**src/rtl/vga_timing_controller.sv**
```systemverilog
// VGA raster sequencer: divides Clk into a pixel tick and steps horizontal and
// vertical ACTIVE/FRONT/SYNC/BACK phase FSMs, presenting registered sync, blank and coordinates.
module vga_timing_controller #(
  parameter int unsigned CLK_DIV  = 2,
  parameter int unsigned H_ACTIVE = 640,
  parameter int unsigned H_FP     = 16,
  parameter int unsigned H_SYNC   = 96,
  parameter int unsigned H_BP     = 48,
  parameter int unsigned V_ACTIVE = 480,
  parameter int unsigned V_FP     = 10,
  parameter int unsigned V_SYNC   = 2,
  parameter int unsigned V_BP     = 33,
  parameter logic        HS_POL   = 1'b0,
  parameter logic        VS_POL   = 1'b0,
  parameter int unsigned HW       = 11,
  parameter int unsigned VW       = 10
) (
  input  logic          Clk,
  input  logic          Reset,
  output logic          o_pixel_tick,
  output logic          o_hsync,
  output logic          o_vsync,
  output logic          o_video_on,
  output logic [HW-1:0] o_pixel_x,
  output logic [VW-1:0] o_pixel_y,
  output logic          o_line_start,
  output logic          o_frame_start
);

  function automatic int unsigned max4(input int unsigned a, input int unsigned b,
                                       input int unsigned c, input int unsigned d);
    int unsigned m;
    m = a;
    if (b > m) m = b;
    if (c > m) m = c;
    if (d > m) m = d;
    return m;
  endfunction

  localparam int unsigned DW    = (CLK_DIV > 1) ? $clog2(CLK_DIV) : 1;
  localparam int unsigned H_MAX = max4(H_ACTIVE, H_FP, H_SYNC, H_BP);
  localparam int unsigned V_MAX = max4(V_ACTIVE, V_FP, V_SYNC, V_BP);
  localparam int unsigned HCW   = (H_MAX > 1) ? $clog2(H_MAX) : 1;
  localparam int unsigned VCW   = (V_MAX > 1) ? $clog2(V_MAX) : 1;

  localparam logic [1:0] ST_ACTIVE = 2'd0;
  localparam logic [1:0] ST_FRONT  = 2'd1;
  localparam logic [1:0] ST_SYNC   = 2'd2;
  localparam logic [1:0] ST_BACK   = 2'd3;

  generate
    if (CLK_DIV == 0 || H_ACTIVE == 0 || H_FP == 0 || H_SYNC == 0 || H_BP == 0 ||
        V_ACTIVE == 0 || V_FP == 0 || V_SYNC == 0 || V_BP == 0 || HW == 0 || VW == 0) begin : g_bad_param
      $error("vga_timing_controller: every parameter must be >= 1");
    end
  endgenerate

  logic [DW-1:0]  r_div;
  logic [1:0]     r_h_state, r_v_state;
  logic [HCW-1:0] r_h_cnt;
  logic [VCW-1:0] r_v_cnt;
  logic           r_pixel_tick, r_hsync, r_vsync, r_video_on, r_line_start, r_frame_start;
  logic [HW-1:0]  r_pixel_x;
  logic [VW-1:0]  r_pixel_y;

  logic           w_tick, w_h_last, w_v_last, w_eol, w_visible, w_line_start;
  logic [1:0]     w_h_state_nxt, w_v_state_nxt;
  logic [HCW-1:0] w_h_cnt_nxt;
  logic [VCW-1:0] w_v_cnt_nxt;

  assign w_tick = (r_div == DW'(CLK_DIV - 1));

  // Horizontal phase FSM: next state and end-of-line detect
  always_comb begin
    w_h_last      = 1'b0;
    w_h_state_nxt = r_h_state;
    w_h_cnt_nxt   = r_h_cnt;
    case (r_h_state)
      ST_ACTIVE: w_h_last = (r_h_cnt == HCW'(H_ACTIVE - 1));
      ST_FRONT:  w_h_last = (r_h_cnt == HCW'(H_FP - 1));
      ST_SYNC:   w_h_last = (r_h_cnt == HCW'(H_SYNC - 1));
      default:   w_h_last = (r_h_cnt == HCW'(H_BP - 1));
    endcase
    if (w_tick) begin
      if (w_h_last) begin
        w_h_cnt_nxt = '0;
        case (r_h_state)
          ST_ACTIVE: w_h_state_nxt = ST_FRONT;
          ST_FRONT:  w_h_state_nxt = ST_SYNC;
          ST_SYNC:   w_h_state_nxt = ST_BACK;
          default:   w_h_state_nxt = ST_ACTIVE;
        endcase
      end else begin
        w_h_cnt_nxt = r_h_cnt + HCW'(1);
      end
    end
  end

  assign w_eol = w_tick && (r_h_state == ST_BACK) && w_h_last;

  // Vertical phase FSM, stepped once per line
  always_comb begin
    w_v_last      = 1'b0;
    w_v_state_nxt = r_v_state;
    w_v_cnt_nxt   = r_v_cnt;
    case (r_v_state)
      ST_ACTIVE: w_v_last = (r_v_cnt == VCW'(V_ACTIVE - 1));
      ST_FRONT:  w_v_last = (r_v_cnt == VCW'(V_FP - 1));
      ST_SYNC:   w_v_last = (r_v_cnt == VCW'(V_SYNC - 1));
      default:   w_v_last = (r_v_cnt == VCW'(V_BP - 1));
    endcase
    if (w_eol) begin
      if (w_v_last) begin
        w_v_cnt_nxt = '0;
        case (r_v_state)
          ST_ACTIVE: w_v_state_nxt = ST_FRONT;
          ST_FRONT:  w_v_state_nxt = ST_SYNC;
          ST_SYNC:   w_v_state_nxt = ST_BACK;
          default:   w_v_state_nxt = ST_ACTIVE;
        endcase
      end else begin
        w_v_cnt_nxt = r_v_cnt + VCW'(1);
      end
    end
  end

  assign w_visible    = (r_h_state == ST_ACTIVE) && (r_v_state == ST_ACTIVE);
  assign w_line_start = (r_h_state == ST_ACTIVE) && (r_h_cnt == '0);

  // Presented outputs are taken from the pre-advance position, one tick behind the scan
  always_ff @(posedge Clk) begin
    if (Reset) begin
      r_div         <= '0;
      r_h_state     <= ST_ACTIVE;
      r_v_state     <= ST_ACTIVE;
      r_h_cnt       <= '0;
      r_v_cnt       <= '0;
      r_pixel_tick  <= 1'b0;
      r_hsync       <= ~HS_POL;
      r_vsync       <= ~VS_POL;
      r_video_on    <= 1'b0;
      r_pixel_x     <= '0;
      r_pixel_y     <= '0;
      r_line_start  <= 1'b0;
      r_frame_start <= 1'b0;
    end else begin
      r_div         <= w_tick ? '0 : r_div + DW'(1);
      r_h_state     <= w_h_state_nxt;
      r_h_cnt       <= w_h_cnt_nxt;
      r_v_state     <= w_v_state_nxt;
      r_v_cnt       <= w_v_cnt_nxt;
      r_pixel_tick  <= w_tick;
      r_line_start  <= w_tick && w_line_start;
      r_frame_start <= w_tick && w_line_start && (r_v_state == ST_ACTIVE) && (r_v_cnt == '0);
      if (w_tick) begin
        r_hsync    <= (r_h_state == ST_SYNC) ? HS_POL : ~HS_POL;
        r_vsync    <= (r_v_state == ST_SYNC) ? VS_POL : ~VS_POL;
        r_video_on <= w_visible;
        r_pixel_x  <= w_visible ? HW'(r_h_cnt) : '0;
        r_pixel_y  <= w_visible ? VW'(r_v_cnt) : '0;
      end
    end
  end

  assign o_pixel_tick  = r_pixel_tick;
  assign o_hsync       = r_hsync;
  assign o_vsync       = r_vsync;
  assign o_video_on    = r_video_on;
  assign o_pixel_x     = r_pixel_x;
  assign o_pixel_y     = r_pixel_y;
  assign o_line_start  = r_line_start;
  assign o_frame_start = r_frame_start;

endmodule

```
**config.mk**
```make
export PLATFORM = sky130hd
export DESIGN_NAME = vga_timing_controller
export DESIGN_NICKNAME = d
export VERILOG_FILES = /design/src/rtl/vga_timing_controller.sv
export SDC_FILE = /design/constraint.sdc
export NUM_CORES = 1
export LEC_CHECK = 0
export CAP_MARGIN = 20
export CORE_MARGIN = 2
export CORE_UTILIZATION = 45
export DETAILED_ROUTE_END_ITERATION = 7
export HOLD_SLACK_MARGIN = 0.06
export PLACE_DENSITY_LB_ADDON = 0.12
export SYNTH_ARGS = -nofsm -noshare
export SYNTH_HDL_FRONTEND = slang
export SYNTH_SLANG_ARGS = --single-unit
```
**constraint.sdc**
```tcl
create_clock -name Clk -period 7.35 [get_ports Clk]
set_clock_uncertainty 0.2 [all_clocks]
set_input_delay 0.735 -clock Clk [delete_from_list [all_inputs] [get_ports Clk]]
set_output_delay 0.735 -clock Clk [all_outputs]
set_load 0.1 [all_outputs]
```
==> qor.yml, run 1 <==
initial_utilization: 0.470
netlist_area_mm2: 0.00223
maxCapViolCount: 0
cts_root_buf: "clkbuf_8"
power_density_mw_per_mm2: 196
syn_to_final_growth_pct: 15.6
placedCellCount: 321
ctsResizeCount: 0
synth_edf_count: 0
nets: 274
path_max_fanout: 17
cts_made_buffers: 5
worstSkewPairLatency_ns: 0.30
yosys.area_share.simple: 0.231
core_mm2: 0.00475
crit_end: "r_v_state[0]"
hp-class: "flip-flop to flip-flop"
clkTransAtPathRegs_ns: 0.09
globalplace.congestion: 0.749
cp-start-kind: "flip-flop"
fin_setup_tns_ns: 0
synth.ff_latch_count: 49
synthFlopType: "dfxtp_1"
fp.dieW_um: 74.5
max_freq_mhz: 357
grt.overflow.total: 0
crit_type: "flip-flop to flip-flop"
h-tree-depth: 2
peakVddDrop_mv: 0.0792
period_needed_ns: 2.80
synth_fa_ha_area_frac: 0.0616
post-cts-setup-buffers: 0
drive_above_1_share: 0.0687
rrSetupSlack_ns: 4.55
status: "completed"
relSlewSlack: 0.348
hold_viol_final: 0
synth_top_family_by_area: "simple AND/OR/NAND/NOR gates"
synthArstFlopShare: 0
ys_types: 46
muxShareOfSynthArea: 0.00448
routed_wl_mm: 4.70
whs_path_depth: 1
synth_cells: 246
finalCritPeriodShare: 0.381
crit_start: "r_v_state[0]"
clock_path_buffers: 2
rows: 25
drtIter0Drc: 91
r2r_end: "r_v_state[0]"
yosysWarnings: 0
synth-compound-area-share: 0.160
dieArea_mm2: 0.00554
drt_first_pass_iters: 4
slew_violations: 0
crit_required_ns: 7.38
worst_r2r_startpoint: "r_v_state[0]"
synth.avg_cell_area_um2: 9.08
grt_pass1_wl_mm: 7.82
grt_max_degree: 22
antenna_found_initial: 0
drc: 0
finalSetupViolations: 0
cts_tree: "yes"
port_buffers: 26
rsz0062_at_grt: "false"
r2r.worst_path.cells: 8
antenna_left: 0
drt-wirelength-per-cell_um: 14.3
synth-seq-area-share: 0.439
hpwl_mm: 3.24
vias_per_cell: 5.49
vias: 1805
hold_slack_ns: 0.262
diodes: 0
fin_cells: 329
power_leakage_nw: 0.933
tightest_slew_ns: 0.975
ctsHoldBuffers: 0
crit_arrival_ns: 2.83
synth-xor-area-share: 0.0392
ios: 29
end_kind: "flip-flop"
cts_sinks: 49
die_h_um: 74.5
grt_use_total: 0.182
grt_pass1_vias: 1576
==> layout by cell type (no fill, tap or decap), drive strengths merged, types with 2 or more instances in the layout <==
master	instances
and3	4
nand4	5
o21ai	6
conb	2
a21oi	10
and2	2
buf	2
ha	11
nand3	14
or4	3
xor2	7
nor3	8
clkdlybuf4s50	26
dfxtp	49
nor2b	2
nor4b	2
inv	10
nand2b	4
clkbuf	5
nor2	15
a22o	19
nor4	2
a31oi	3
xnor2	3
a22oi	4
nand4b	2
or4b	3
nand2	23
o21a	2
or2	2
==> how the worst min path moves through the flow <==
stage	start	to	slack (ns)
detailed placement	o_video_on	o_video_on	0.25
finish	o_video_on	o_video_on	0.26
CTS	o_video_on	o_video_on	0.27
global placement	o_video_on	o_video_on	0.24
floorplan	r_v_state[1]	r_v_state[1]	0.28
global route	o_video_on	o_video_on	0.28
==> critical path, stage by stage, from the launching register on <==
cell and delay, ns:
dfxtp_1 0.40, inv_1 0.08, ha_1 0.29, or3_4 0.35, a2111oi_2 0.37, o22ai_1 0.19, buf_4 0.23, or4_1 0.48
a21oi_1 0.14
==> synth_stat cells (2+ instances only) <==
cell      instances  share of area
buf_2             2         0.0045
clkbuf_1         14          0.024
xnor2_1           3          0.012
and2_1            2         0.0056
a31oi_1           3         0.0084
inv_1             9          0.015
nor2_1           15          0.025
a22o_1           19          0.075
nand4_1           5          0.014
o21ai_0           6          0.013
ha_1             11          0.062
nand4b_1          2         0.0078
nand2_1          22          0.037
nor2b_1           2         0.0056
a21oi_1           9          0.020
buf_6             2          0.010
buf_4             2         0.0067
or2_2             2         0.0056
nor3_1            8          0.018
nor4b_1           2         0.0078
or4_1             2         0.0067
nor4_1            2         0.0056
nand2b_1          4          0.011
o21a_1            2         0.0067
or4b_1            2         0.0090
nand3_1          14          0.031
xor2_1            7          0.027
dfxtp_1          49           0.44
a22oi_1           4          0.013
and3_1            4          0.011
==> sequential cells by signal (all words and copies together) (netlist names) <==
name,count
o_pixel_x,10
r_h_cnt,10
o_pixel_y,9
r_v_cnt,9
r_h_state,2
r_v_state,2
o_frame_start,1
o_hsync,1
o_line_start,1
o_pixel_tick,1
o_video_on,1
o_vsync,1
r_div,1
==> cells by family after synthesis <==
kind of cell | count (synthesis)
other cells | 1
mux | 1
fa+ha+maj | 11
buf+inv | 30
flops | 49
simple gates | 95
xor+xnor | 10
compound gates | 49
==> stage by stage <==
stage                     area [um^2]  total power (W)   util  setup WS [ns]
after floorplan                  2240         0.000339      -           4.90
after global placement           2490         0.000350  0.524           4.34
after detailed placement         2490         0.000351  0.524           4.26
after CTS                        2580         0.000511  0.543           4.53
after global routing             2580         0.000530  0.543           4.37
final                            2580         0.000506  0.543           4.55
==> power by group <==
group | internal (W) | leakage, nW | switching, W
Sequential | 0.000273 | 0.397 | 0.0000124
Clock | 0.0000677 | 0.0445 | 0.0000931
Combinational | 0.0000168 | 0.491 | 0.0000421
Total | 0.000358 | 0.933 | 0.000148
==> layout make-up <==
type                            count  area (um^2)
Timing Repair Buffer               28          275
Clock inverter                      3         21.3
Multi-Input combinational cell    168         1120
Fill cell                         449         2170
Inverter                            9         33.8
Clock buffer                        5         68.8
Sequential cell                    49          981
Tap cell                           67         83.8
==> layer usage <==
metal / vias to the layer above / share of wire / track usage
li1: 897 / - / -
met1: 857 / 0.53 / 0.275
met2: 44 / 0.43 / 0.265
met3: 7 / 0.034 / 0.0285
met4: 0 / 0.012 / 0.0595
met5: - / 0 / 0
(Power assumes the default switching activity.)
==> inputs of run 2 (changes only) <==
Clock period 7.35 ns to 2.55 ns, I/O delays scaled along.
==> qor.yml, run 2 (same netlist as run 1, synthesis figures left out) <==
dieArea_mm2: 0.00554  # unchanged
hpwl_mm: 3.47  # was 3.24 mm
crit_arrival_ns: 2.51  # was 2.83 ns
status: "completed"  # unchanged
port_buffers: 26  # unchanged
grt_use_total: 0.197  # was 0.182
cts_root_buf: "clkbuf_8"  # unchanged
path_max_fanout: 6  # was 17
pre_cts_slack_ns: 0.0135  # was 4.26 ns
clkTransAtPathRegs_ns: 0.09  # about the same
place_area_mm2: 0.00253  # was 0.00249 mm^2
nets: 289  # was 274
antenna_found_initial: 0  # unchanged
drt-wirelength-per-cell_um: 14.6  # was 14.3 um
final_cell_mix: "dfxtp_1 (46), buf_4 (42), nand2_1 (22)"  # was dfxtp_1 (49), clkdlybuf4s50_1 (26), nand2_1 (22)
grt_pass1_vias: 1698  # was 1576
cts_sinks: 49  # unchanged
globalplace.congestion: 0.765  # was 0.749
vias_per_cell: 5.31  # was 5.49
h-tree-depth: 2  # unchanged
hold_viol_final: 0  # unchanged
layout_commonest_cell: "dfxtp_1"  # unchanged
register_area_um2: 985  # was 981 um^2
drt_first_pass_iters: 4  # unchanged
finalCritPeriodShare: 0.966  # was 0.381
drive_above_1_share: 0.231  # was 0.0687
fp.dieW_um: 74.5  # unchanged
slew_violations: 0  # unchanged
drc: 0  # unchanged
placedCellCount: 335  # was 321
hold_slack_ns: 0.258  # was 0.262 ns
maxCapViolCount: 0  # unchanged
peakVddDrop_mv: 0.213  # was 0.0792 mV
syn_to_final_growth_pct: 21.7  # was 15.6%
antenna_left: 0  # unchanged
crit_required_ns: 2.59  # was 7.38 ns
r2r.worst_path.cells: 7  # was 8
path_cells: "inv_1 -> ha_1 -> or3_4 -> a2111oi_4 -> o22ai_2 -> or4_1 -> a21oi_1"  # was inv_1 -> ha_1 -> or3_4 -> a2111oi_2 -> o22ai_1 -> buf_4 -> or4_1 -> a21oi_1
grt.overflow.total: 0  # unchanged
multi_input_area_mm2: 0.00116  # was 0.00112 mm^2
vias: 1826  # was 1805
cpPeakStageDelay_ns: 0.50  # was 0.48 ns
min_from: "o_video_on"  # unchanged
crit_type: "flip-flop to flip-flop"  # unchanged
initial_utilization: 0.470  # unchanged
diodes: 0  # unchanged
whs_path_depth: 1  # unchanged
power_leakage_nw: 1.11  # was 0.933 nW
finalSetupViolations: 0  # unchanged
whs_endpoint: "o_video_on"  # unchanged
fillers: 439  # was 449
stdcell_area_mm2: 0.00272  # was 0.00258 mm^2
grt_pass1_wl_mm: 8.30  # was 7.82 mm
setup_slack_ns: 0.0869  # was 4.55 ns
worstSkewPairLatency_ns: 0.31  # was 0.30 ns
power_density_mw_per_mm2: 610  # was 196 mW/mm^2
cp-start-kind: "flip-flop"  # unchanged
worst_r2r_startpoint: "r_v_state[0]"  # unchanged
period_needed_ns: 2.46  # was 2.80 ns
cts_tree: "yes"  # unchanged
drtIter0Drc: 131  # was 91
rows: 25  # unchanged
cts_made_buffers: 5  # unchanged
die_h_um: 74.5  # unchanged
r2r_end: "r_v_state[1]"  # was r_v_state[0]
rrSetupSlack_ns: 0.09  # was 4.55 ns
fin_cells: 344  # was 329
max_freq_mhz: 406  # was 357 MHz
grt_max_degree: 23  # was 22
cp_slowest_cell: "or4_1"  # unchanged
hp-class: "flip-flop to flip-flop"  # unchanged
clock_path_buffers: 2  # unchanged
end_kind: "flip-flop"  # unchanged
core_mm2: 0.00475  # unchanged
ios: 29  # unchanged
routed_wl_mm: 5.03  # was 4.70 mm
fin_setup_tns_ns: 0  # unchanged
[run 2: area by class of cell]
type / count / share of cell area
flip-flops and latches: 49 / 0.362
clock buffers: 5 / 0.0253
repair buffers: 43 / 0.120
inverters: 9 / 0.0124
multi-input cells: 168 / 0.426
clock inverters: 3 / 0.0239
well taps: 67 / 0.0308
[run 2: worst max-delay path by stage]
stage	startpoint	endpoint	slack (ns)	cells after the start
6_report	r_v_state[0]	r_v_state[1]	0.09	7
4_1_cts	r_v_state[0]	r_v_state[1]	0.01	7
5_1_grt	r_v_state[0]	r_v_state[1]	-0.07	7
3_3_place_gp	r_h_state[1]	r_v_cnt[5]	0.11	8
2_1_floorplan	r_v_state[0]	r_v_state[0]	0.10	8
3_5_place_dp	r_v_state[0]	r_v_state[1]	0.01	7
[run 2: repair_timing]
action	CTS	global route
hold buffers	0	0
endpoints found under the setup margin	2	4
gates resized for setup	1	9
pin swaps	0	4
setup buffers	0	1
[run 2: through the flow]
step,power (W),utilization
6_report,0.00166,0.572
5_1_grt,0.00172,0.572
4_1_cts,0.00167,0.562
3_5_place_dp,0.00102,0.533
3_3_place_gp,0.00102,0.533
2_1_floorplan,0.000978,-
[run 2: critical path: cells and delay by family, from the launching register on]
family          cells  cell delay [ns]
flops               1             0.37
simple gates        2             0.84
buf+inv             1             0.07
fa+ha+maj           1             0.21
compound gates      3             0.71
[run 2: report_power, final]
group | switching, W | internal [W]
logic | 0.000133 | 0.0000528
clock network | 0.000267 | 0.000390
registers | 0.0000283 | 0.000788
[run 2: layer usage]
layer	part of all wire	track usage
met5	0	0
met4	0.014	0.0694
met3	0.044	0.0420
met2	0.42	0.282
met1	0.52	0.290
==> inputs of run 3 (changes only) <==
Settings changed: CTS_BUF_LIST set to sky130_fd_sc_hd__clkbuf_16.
==> qor.yml, run 3 (same netlist as run 1, synthesis figures left out) <==
status: "completed"  # unchanged
antenna_found_initial: 0  # unchanged
grt_pass1_vias: 1700  # was 1698
finalSetupViolations: 0  # unchanged
crit_arrival_ns: 2.48  # was 2.51 ns
slew_violations: 0  # unchanged
hp-class: "flip-flop to flip-flop"  # unchanged
clock_path_buffers: 2  # unchanged
globalplace.congestion: 0.765  # unchanged
cts_root_buf: "clkbuf_16"  # was clkbuf_8
layout_commonest_cell: "dfxtp_1"  # unchanged
dieArea_mm2: 0.00554  # unchanged
cp-start-kind: "flip-flop"  # unchanged
cts_made_buffers: 5  # unchanged
maxCapViolCount: 0  # unchanged
rows: 25  # unchanged
multi_input_area_mm2: 0.00115  # was 0.00116 mm^2
core_mm2: 0.00475  # unchanged
peakVddDrop_mv: 0.306  # was 0.213 mV
syn_to_final_growth_pct: 24.1  # was 21.7%
port_buffers: 26  # unchanged
drt-wirelength-per-cell_um: 14.8  # was 14.6 um
power_leakage_nw: 1.13  # was 1.11 nW
path_cells: "inv_1 -> ha_1 -> or3_4 -> a2111oi_4 -> o22ai_2 -> or4_1 -> a21oi_1"  # unchanged
end_kind: "flip-flop"  # unchanged
cp_slowest_cell: "or4_1"  # unchanged
fp.dieW_um: 74.5  # unchanged
initial_utilization: 0.470  # unchanged
vias_per_cell: 5.44  # was 5.31
stdcell_area_mm2: 0.00277  # was 0.00272 mm^2
routed_wl_mm: 5.08  # was 5.03 mm
drive_above_1_share: 0.224  # was 0.231
antenna_left: 0  # unchanged
ctsHoldBuffers: 0  # unchanged
hpwl_mm: 3.47  # unchanged
grt_use_total: 0.197  # about the same
path_max_fanout: 6  # unchanged
cts_tree: "yes"  # unchanged
crit_required_ns: 2.57  # was 2.59 ns
grt.overflow.total: 0  # unchanged
register_area_um2: 983  # was 985 um^2
drc: 0  # unchanged
final_cell_mix: "dfxtp_1 (47), buf_4 (42), nand2_1 (22)"  # was dfxtp_1 (46), buf_4 (42), nand2_1 (22)
power_density_mw_per_mm2: 667  # was 610 mW/mm^2
fillers: 434  # was 439
place_area_mm2: 0.00253  # unchanged
p_total_w: 0.00185  # was 0.00166 W
hold_slack_ns: 0.252  # was 0.258 ns
crit_type: "flip-flop to flip-flop"  # unchanged
clkTransAtPathRegs_ns: 0.07  # was 0.09 ns
placedCellCount: 335  # unchanged
drtIter0Drc: 142  # was 131
grt_max_degree: 23  # unchanged
grt_pass1_wl_mm: 8.31  # was 8.30 mm
r2r.worst_path.cells: 7  # unchanged
ios: 29  # unchanged
drt_first_pass_iters: 4  # unchanged
period_needed_ns: 2.46  # about the same
nets: 289  # unchanged
worstSkewPairLatency_ns: 0.29  # was 0.31 ns
h-tree-depth: 2  # unchanged
fin_cells: 344  # unchanged
finalCritPeriodShare: 0.963  # was 0.966
cpPeakStageDelay_ns: 0.50  # about the same
max_freq_mhz: 407  # was 406 MHz
cts_sinks: 49  # unchanged
die_h_um: 74.5  # unchanged
whs_path_depth: 1  # unchanged
hold_viol_final: 0  # unchanged
fin_setup_tns_ns: 0  # unchanged
vias: 1870  # was 1826
diodes: 0  # unchanged
==> run 3: critical path: cells and delay by family (launching register included) <==
family	cells	cell delay [ns]
AO/OA/AOI/OAI	3	0.71
adder cells (fa/ha/maj)	1	0.21
buffers and inverters	1	0.07
flip-flops	1	0.36
AND/OR/NAND/NOR	2	0.84
==> run 3: final timing paths <==
kind / start / to / slack, ns
max reg2reg: r_v_state[0] / r_v_state[1] / 0.09
min reg2reg: o_video_on / o_video_on / 0.25
min: o_video_on / o_video_on / 0.25
max: r_v_state[0] / r_v_state[1] / 0.09
==> run 3: area by class of cell <==
type                    count  share of cell area
multi-input cells         168               0.417
well taps                  67              0.0302
flip-flops and latches     49               0.355
clock buffers               5              0.0451
inverters                   9              0.0122
clock inverters             3              0.0235
repair buffers             43               0.117
==> run 3: timing repair <==
item	in CTS	in global routing
pin swaps	0	4
setup endpoints to repair	2	4
setup buffers	0	1
hold endpoints to repair	0	0
gates cloned	0	0
gates resized for setup	1	7
==> run 3: layer usage <==
metal / part of all wire / routed length, um / track usage
met2: 0.43 / 2200 / 0.282
met4: 0.013 / 67 / 0.0694
met3: 0.045 / 228 / 0.0461
met1: 0.51 / 2580 / 0.289
met5: 0 / 0 / 0
==> run 3: metrics by stage <==
stage          setup WS (ns)   util
2_1_floorplan          0.101      -
3_3_place_gp           0.113  0.533
3_5_place_dp          0.0135  0.533
4_1_cts               0.0173  0.574
5_1_grt              -0.0639  0.583
6_report              0.0948  0.583
==> run 3: where the power goes <==
| part | switching, W | internal [W] |
|---|---|---|
| logic | 0.000134 | 0.0000528 |
| registers | 0.0000285 | 0.000789 |
| clock network | 0.000284 | 0.000560 |
| total | 0.000446 | 0.00140 |
